===== config.mk =====
export PLATFORM = sky130hd
export DESIGN_NAME = uart_rx_fifo
export DESIGN_NICKNAME = d
export VERILOG_FILES = /design/src/rtl/uart_rx_fifo.sv
export SDC_FILE = /design/constraint.sdc
export NUM_CORES = 1
export LEC_CHECK = 0
export ABC_AREA = 1
export CAP_MARGIN = 10
export CORE_ASPECT_RATIO = 2
export CORE_UTILIZATION = 41
export DETAILED_ROUTE_END_ITERATION = 12
export PLACE_DENSITY = 0.61
export SLEW_MARGIN = 10
export SYNTH_ARGS = -nofsm -noshare
export SYNTH_HDL_FRONTEND = slang
export SYNTH_SLANG_ARGS = --single-unit
export TNS_END_PERCENT = 20

===== constraint.sdc =====
create_clock -name clk -period 2.2 [get_ports clk]
set_clock_uncertainty 0.15 [all_clocks]
set_input_delay 0.55 -clock clk [delete_from_list [all_inputs] [get_ports clk]]
set_output_delay 0.55 -clock clk [all_outputs]
set_load 0.02 [all_outputs]

===== src/rtl/uart_rx_fifo.sv =====
// Receive-side byte FIFO feeding the UART transmitter via a start/done handshake.
// Define UART_FIFO_AUTO_DRAIN_EN to forward bytes without waiting for a send request.
module uart_rx_fifo #(
  parameter int DATA_W     = 8,
  parameter int DEPTH_LOG2 = 4
) (
  input  logic              clk,
  input  logic              reset,
  input  logic              i_rx_done,
  input  logic [DATA_W-1:0] i_rx_data,
  input  logic              i_send,
  input  logic              i_tx_done,
  input  logic              i_clr_ovr,
  output logic [DATA_W-1:0] o_tx_data,
  output logic              o_tx_start,
  output logic              o_busy,
  output logic              o_empty,
  output logic              o_full,
  output logic [DEPTH_LOG2:0] o_count,
  output logic              o_overrun
);

  localparam int DEPTH = 1 << DEPTH_LOG2;
  localparam int CW    = DEPTH_LOG2 + 1;
  localparam logic [CW-1:0] FULL_CNT = CW'(DEPTH);

  localparam logic [1:0] S_IDLE  = 2'd0;
  localparam logic [1:0] S_LOAD  = 2'd1;
  localparam logic [1:0] S_START = 2'd2;
  localparam logic [1:0] S_WAIT  = 2'd3;

  logic [DATA_W-1:0]     mem_q [DEPTH];
  logic [DEPTH_LOG2-1:0] wptr_q, wptr_d;
  logic [DEPTH_LOG2-1:0] rptr_q, rptr_d;
  logic [CW-1:0]         cnt_q, cnt_d;
  logic [1:0]            state_q, state_d;
  logic [DATA_W-1:0]     tx_data_q, tx_data_d;
  logic                  rx_done_q, rx_done_d;
  logic                  tx_start_q, tx_start_d;
  logic                  busy_q, busy_d;
  logic                  empty_q, empty_d;
  logic                  full_q, full_d;
  logic                  ovr_q, ovr_d;
  logic                  push, pop, push_ok, go;

`ifdef UART_FIFO_AUTO_DRAIN_EN
  logic unused_send;
  assign unused_send = i_send;
  assign go = ~empty_q;
`else
  assign go = i_send & ~empty_q;
`endif

  // A pop in the same cycle frees the slot a push into a full FIFO needs.
  always_comb begin
    rx_done_d = i_rx_done;
    push      = i_rx_done & ~rx_done_q;
    pop       = (state_q == S_LOAD);
    push_ok   = push & (~full_q | pop);
  end

  always_comb begin
    wptr_d = wptr_q;
    rptr_d = rptr_q;
    cnt_d  = cnt_q;
    if (push_ok) wptr_d = wptr_q + 1'b1;
    if (pop)     rptr_d = rptr_q + 1'b1;
    unique case ({push_ok, pop})
      2'b10:   cnt_d = cnt_q + 1'b1;
      2'b01:   cnt_d = cnt_q - 1'b1;
      default: cnt_d = cnt_q;
    endcase
    empty_d = (cnt_d == '0);
    full_d  = (cnt_d == FULL_CNT);
  end

  // Set beats clear so a drop in the clearing cycle is never lost.
  always_comb begin
    ovr_d = ovr_q;
    if (i_clr_ovr)        ovr_d = 1'b0;
    if (push & ~push_ok)  ovr_d = 1'b1;
  end

  always_comb begin
    state_d   = state_q;
    tx_data_d = tx_data_q;
    unique case (state_q)
      S_IDLE:  if (go) state_d = S_LOAD;
      S_LOAD: begin
        tx_data_d = mem_q[rptr_q];
        state_d   = S_START;
      end
      S_START: state_d = S_WAIT;
      S_WAIT:  if (i_tx_done) state_d = S_IDLE;
    endcase
    tx_start_d = (state_d == S_START);
    busy_d     = (state_d != S_IDLE);
  end

  always_ff @(posedge clk) begin
    if (push_ok) mem_q[wptr_q] <= i_rx_data;
  end

  always_ff @(posedge clk or negedge reset) begin
    if (!reset) begin
      wptr_q     <= '0;
      rptr_q     <= '0;
      cnt_q      <= '0;
      state_q    <= S_IDLE;
      tx_data_q  <= '0;
      rx_done_q  <= 1'b0;
      tx_start_q <= 1'b0;
      busy_q     <= 1'b0;
      empty_q    <= 1'b1;
      full_q     <= 1'b0;
      ovr_q      <= 1'b0;
    end else begin
      wptr_q     <= wptr_d;
      rptr_q     <= rptr_d;
      cnt_q      <= cnt_d;
      state_q    <= state_d;
      tx_data_q  <= tx_data_d;
      rx_done_q  <= rx_done_d;
      tx_start_q <= tx_start_d;
      busy_q     <= busy_d;
      empty_q    <= empty_d;
      full_q     <= full_d;
      ovr_q      <= ovr_d;
    end
  end

  assign o_tx_data  = tx_data_q;
  assign o_tx_start = tx_start_q;
  assign o_busy     = busy_q;
  assign o_empty    = empty_q;
  assign o_full     = full_q;
  assign o_count    = cnt_q;
  assign o_overrun  = ovr_q;

endmodule


==> results of run 1 <==
==> metrics by stage <==
stage | power, uW | area, um2 | setup WS, ns
final | 10900 | 8070 | 0.00391
after floorplan | 6360 | 6550 | 0.00182
after CTS | 10800 | 7980 | 0.00835
after detailed placement | 7790 | 7370 | -0.612
after global routing | 11500 | 8070 | -0.0979
after global placement | 7680 | 7370 | -0.580
==> routing by layer <==
metal,up-vias,wire [um],part of all wire,global-route usage
li1,2157,-,-,-
met1,2232,5660,0.36,0.211
met2,132,8980,0.57,0.380
met3,31,618,0.039,0.0354
met4,0,531,0.034,0.113
met5,-,0,0,0
==> critical path, cell delays in order (launching register included) <==
cell	delay, ns
dfrtp_1	0.41
nor2_4	0.13
inv_2	0.05
nand2_4	0.06
nand2_4	0.06
ha_4	0.18
nand2_4	0.07
inv_4	0.04
nor2_4	0.12
ha_4	0.21
nand2_2	0.05
nand2_2	0.05
or2_1	0.22
nor2_1	0.11
nand3_1	0.10
nor2_1	0.12
==> registers in the layout (all words and copies together), names as in the netlist <==
register,cells
o_busy,1
o_full,1
o_overrun,1
rx_done_q,1
state_q,2
o_tx_data,8
mem_q,128
wptr_q,4
o_empty,1
rptr_q,4
o_tx_start,1
o_count,5
==> logic make-up (layout without fill, tap and decap cells) <==
kind of cell | after synthesis | count (layout) | share of synthesized area
XOR/XNOR | 7 | 7 | 0.00941
adder cells (fa/ha/maj) | 8 | 8 | 0.0154
flip-flops | 157 | 157 | 0.701
AND/OR/NAND/NOR | 338 | 338 | 0.219
buffers and inverters | 51 | 146 | 0.0376
AO/OA/AOI/OAI | 21 | 21 | 0.0167
==> cell usage in the layout (no fill, tap or decap), types with 2 or more instances in the layout <==
| cell type | synthesis | final |
|---|---|---|
| ha_4 | 0 | 2 |
| clkbuf_16 | 0 | 17 |
| dlygate4sd2_1 | 0 | 5 |
| inv_1 | 19 | 18 |
| buf_12 | 0 | 2 |
| nand4_1 | 4 | 4 |
| nand2_4 | 0 | 3 |
| clkinvlp_4 | 0 | 2 |
| nand2_2 | 1 | 6 |
| clkdlybuf4s50_1 | 0 | 26 |
| inv_2 | 4 | 4 |
| o21ai_0 | 4 | 4 |
| clkinv_2 | 0 | 4 |
| nor2_4 | 1 | 4 |
| ha_1 | 8 | 5 |
| nand2_1 | 191 | 183 |
| dfrtp_1 | 28 | 27 |
| nor2_1 | 32 | 30 |
| clkinv_1 | 2 | 5 |
| buf_4 | 2 | 56 |
| bufinv_16 | 0 | 4 |
| nand3_1 | 106 | 105 |
| edfxtp_1 | 128 | 128 |
| a21oi_1 | 16 | 16 |
| xor2_1 | 6 | 6 |
==> power breakdown <==
part	total (uW)	switching (uW)	internal [uW]
Clock	2990	1120	1880
Sequential	3860	263	3600
Combinational	4090	2590	1510
==> worst min path at each step <==
stage / endpoint / slack, ns
floorplan: o_busy / 0.10
global placement: o_overrun / 0.32
detailed placement: o_overrun / 0.34
CTS: rx_done_q / 0.23
global route: rx_done_q / 0.25
finish: rx_done_q / 0.24
==> area by class of cell <==
| type | count | area share |
|---|---|---|
| Tap cell | 198 | 0.0307 |
| Inverter | 25 | 0.0119 |
| Clock buffer | 18 | 0.0532 |
| Multi-Input combinational cell | 374 | 0.221 |
| Timing Repair Buffer | 89 | 0.0947 |
| Sequential cell | 157 | 0.566 |
| Clock inverter | 14 | 0.0217 |
==> repair_timing <==
item,4_1_cts,5_1_grt
pin swaps,8,12
endpoints found under the setup margin,7,3
gates resized for setup,9,12
setup buffers,0,6
==> impl_metrics.toml, run 1 <==
[die]
start_util = 0.424
io_pins = 32
die_width_um = 91.1
die_y_um = 180
rows = 64
dieArea_mm2 = 0.0164
core_area_mm2 = 0.0154

[cells_and_area]
final_core_util = 0.525
n_fill_cell = 1360
antenna_cells = 0
final_cells = 875
nets = 686
multi_input_comb_area_mm2 = 0.00179
drive_above_1_share = 0.162
register_area_mm2 = 0.00457
layout-area-overhead-vs-synth_pct = 23.9

[grt]
grt_pass1_vias = 4573
grt-ovfl-total = 0
grt_usage = 0.204
grt_pass1_wl_um = 24700
grt_max_degree = 68
antenna_found_initial = 0

[synth]
async_flop_share = 0.185
yosys_warnings = 0
syn_avg_cell_area_um2 = 11.2
synth_top_area_cell = "edfxtp_1"
synth-edff-count = 128
synth_most_common_cell = "nand2_1"
synthesis.nets = 604
synth_ff_type = "edfxtp_1"
synth_seq_cells = 157
synthTopCellsByArea = "edfxtp_1, nand2_1, dfrtp_1"
yosysUniqueCellTypes = 26
syn_inst = 582
syn_area_mm2 = 0.00652
synth_common_cells = "nand2_1, edfxtp_1, nand3_1, nor2_1, dfrtp_1"
synth-seq-area-share = 0.701
yosysTopAreaCellShare = 0.590

[setup_path]
timing.rr.start = "state_q[1]"
path_max_fanout = 3
cp.required_ns = 2.41
crit_type = "reg2reg"
crit_path_end = "o_empty"
cp-end-kind = "flop"
start_kind = "flop"
r2r_setup_slack_ns = 0.004
reg2reg_to = "o_empty"
r2r_cells = 15
crit_path_start = "state_q[1]"
worst_ep_arrival_time_ns = 2.41

[sta]
fmax_ghz = 0.455
worst_slew_pin_slew_ns = 0.659
slew_violations = 0
hold_violations = 0
grt_setup_unrepaired = "true"
fin_setup_tns_ns = 0
fin_crit_sh = 0.998
setup_viol_count_final = 0
period_minus_slack_ns = 2.20
relSlewSlack = 0.559
timing.hold.ws_ns = 0.242

[placement]
gp_congestion = 0.798
place_inst = 837
dp_hpwl_um = 10300
portBuffers = 31

[drt]
drt_iter0_drc = 307
viasPerCell = 5.20
vias = 4552
drt_wl_total_um = 15800
ant_nets = 0
drtPass1Iterations = 4
wl_per_cell_um = 18.0
remaining_drc_errors = 0

[clock_tree]
cts_tree = "done"
cts_buffers = 17
htreeDepth = 4
clkTransAtPathRegs_ns = 0.06
cts.sinks = 157
root_buffer = "clkbuf_16"
clk_path_buf_depth = 2
worstSkewPairLatency_ns = 0.42
cts-hold-fix-buffers = 0

[worst_hold_path]
holdCritStartpoint = "i_rx_done"
hold_path_class = "in2reg"
holdPathStages = 1

[power]
power-per-cell-area_mw_per_mm2 = 1360
p_leak_uw = 0.00320
ir_drop_uv = 884

[flow_run]
max_cap_violations = 0

[outcome]
status = "finished clean"
No activity file was read; power rests on OpenSTA's default activity.
==> inputs of run 2 (changes only) <==
Settings changed: PLACE_DENSITY 0.61 to 0.71.
==> impl_metrics.toml, run 2 (synthesis results as in run 1) <==
[power]
power-per-cell-area_mw_per_mm2 = 1370
p_leak_uw = 0.00316
ir_drop_uv = 1120

[sta]
finalWorstSetupSlack_ns = -0.0677
fin_setup_tns_ns = -0.100
slew_violations = 0
setup_viol_count_final = 2
fmax_ghz = 0.441
relSlewSlack = 0.607
period_minus_slack_ns = 2.27
grt_setup_unrepaired = "true"
hold_violations = 0
fin_crit_sh = 1.03
worst_slew_pin_slew_ns = 0.587

[worst_hold_path]
holdCritStartpoint = "i_rx_done"
hold_path_class = "in2reg"
whs_endpoint = "rx_done_q"
holdPathStages = 1

[placement]
post_dp_cell_area_mm2 = 0.00727
portBuffers = 31
gp_congestion = 0.856
dp_hpwl_um = 9960

[setup_path]
cp.required_ns = 2.37
slowest_stage = "dfrtp_1"
r2r_setup_slack_ns = -0.07
cp_cell_sequence = "nor2_4 -> inv_2 -> nand2_4 -> nand2_4 -> ha_4 -> nand2_4 -> inv_4 -> nor2_4 -> ha_4 -> inv_1 -> nand2_2 -> nand3_2 -> nand2_2 -> nand3_1 -> nand2_1 -> nand2_2 -> inv_1 -> nor2_2"
start_kind = "flop"
timing.rr.start = "state_q[1]"
r2r_cells = 18
reg2reg_to = "o_full"
crit_type = "reg2reg"
path_max_fanout = 4
cp_slowest_stage_delay_ns = 0.41
cp-end-kind = "flop"
worst_ep_arrival_time_ns = 2.43

[cells_and_area]
final_core_util = 0.521
nets = 670
final_cell_mix = "nand2_1, edfxtp_1, nand3_1, buf_4"
largest_register_ffs = 128
antenna_cells = 0
drive_above_1_share = 0.160
largest-register = "mem_q"
n_fill_cell = 1290
layout-area-overhead-vs-synth_pct = 23.0
mostFrequentLayoutCell = "nand2_1"
design_area_mm2 = 0.00801

[clock_tree]
cts.sinks = 157
worstSkewPairLatency_ns = 0.42
clkTransAtPathRegs_ns = 0.06
cts_tree = "done"
clk_path_buf_depth = 2
cts_buffers = 17
htreeDepth = 4
root_buffer = "clkbuf_16"

[die]
die_width_um = 91.1
dieArea_mm2 = 0.0164
rows = 64
io_pins = 32
start_util = 0.424
die_y_um = 180
core_area_mm2 = 0.0154

[grt]
grt_usage = 0.197
grt_pass1_wl_um = 24200
grt-ovfl-total = 0
grt_pass1_vias = 4747
grt_max_degree = 68
antenna_found_initial = 0

[flow_run]
max_cap_violations = 0

[drt]
drtPass1Iterations = 5
ant_nets = 0
viasPerCell = 5.36
wl_per_cell_um = 17.6
drt_wl_total_um = 15100
remaining_drc_errors = 0
vias = 4602
drt_iter0_drc = 371

[outcome]
status = "complete, but fails checks"
violations = "setup timing"
==> run 2: report_power, final <==
part | total [uW] | internal, uW | leakage (uW) | switching (uW)
clock | 3100 | 1920 | 0.000314 | 1180
combinational | 3970 | 1420 | 0.00136 | 2550
sequential | 3900 | 3600 | 0.00149 | 298
total | 11000 | 6940 | 0.00316 | 4030
==> run 2: how the worst max path moves through the flow <==
stage | end | start | depth (start not counted) | slack, ns
finish | o_full | state_q[1] | 18 | -0.07
global route | o_full | state_q[1] | 15 | -0.19
CTS | o_full | state_q[0] | 16 | -0.03
detailed placement | o_full | i_rx_done | 18 | -0.67
global placement | o_empty | i_rx_done | 15 | -0.56
floorplan | o_empty | i_rx_done | 14 | 0.002
==> run 2: worst max-delay path, delay by kind of cell (launching register included) <==
family | cells | cell delay, ns
flip-flops | 1 | 0.41
AND/OR/NAND/NOR | 12 | 1.04
adder cells (fa/ha/maj) | 2 | 0.34
buffers and inverters | 4 | 0.23
==> run 2: area by class of cell <==
type                    count  area (um2)  area share
inverters                  25        96.3      0.0120
clock inverters            15         211      0.0264
multi-input cells         374        1820       0.227
well taps                 198         248      0.0309
flip-flops and latches    157        4570       0.571
repair buffers             73         644      0.0804
clock buffers              17         425      0.0531
==> run 2: repair_timing <==
| item | in CTS | in global routing |
|---|---|---|
| setup buffers | 1 | 2 |
| cloned | 0 | 0 |
| endpoints found under the setup margin | 9 | 5 |
| resized for setup | 15 | 17 |
| hold buffers | 0 | 0 |
| pin swaps | 8 | 9 |
==> run 2: per-layer routing <==
layer / GRT usage / part of all wire / vias to the layer above
li1: - / - / 2127
met1: 0.190 / 0.34 / 2241
met2: 0.367 / 0.57 / 170
met3: 0.0439 / 0.040 / 64
met4: 0.126 / 0.055 / 0
met5: 0 / 0 / -
==> run 2: metrics by stage <==
stage                     power [uW]  cells  setup WS [ns]  hold slack, ns
after global placement          7480    824         -0.558           0.314
final                          11000    859        -0.0677           0.240
after CTS                      10800    857        -0.0313           0.217
after detailed placement        7640    824         -0.674           0.329
after floorplan                 6360    582        0.00182           0.104
after global routing           11600    859         -0.192           0.230
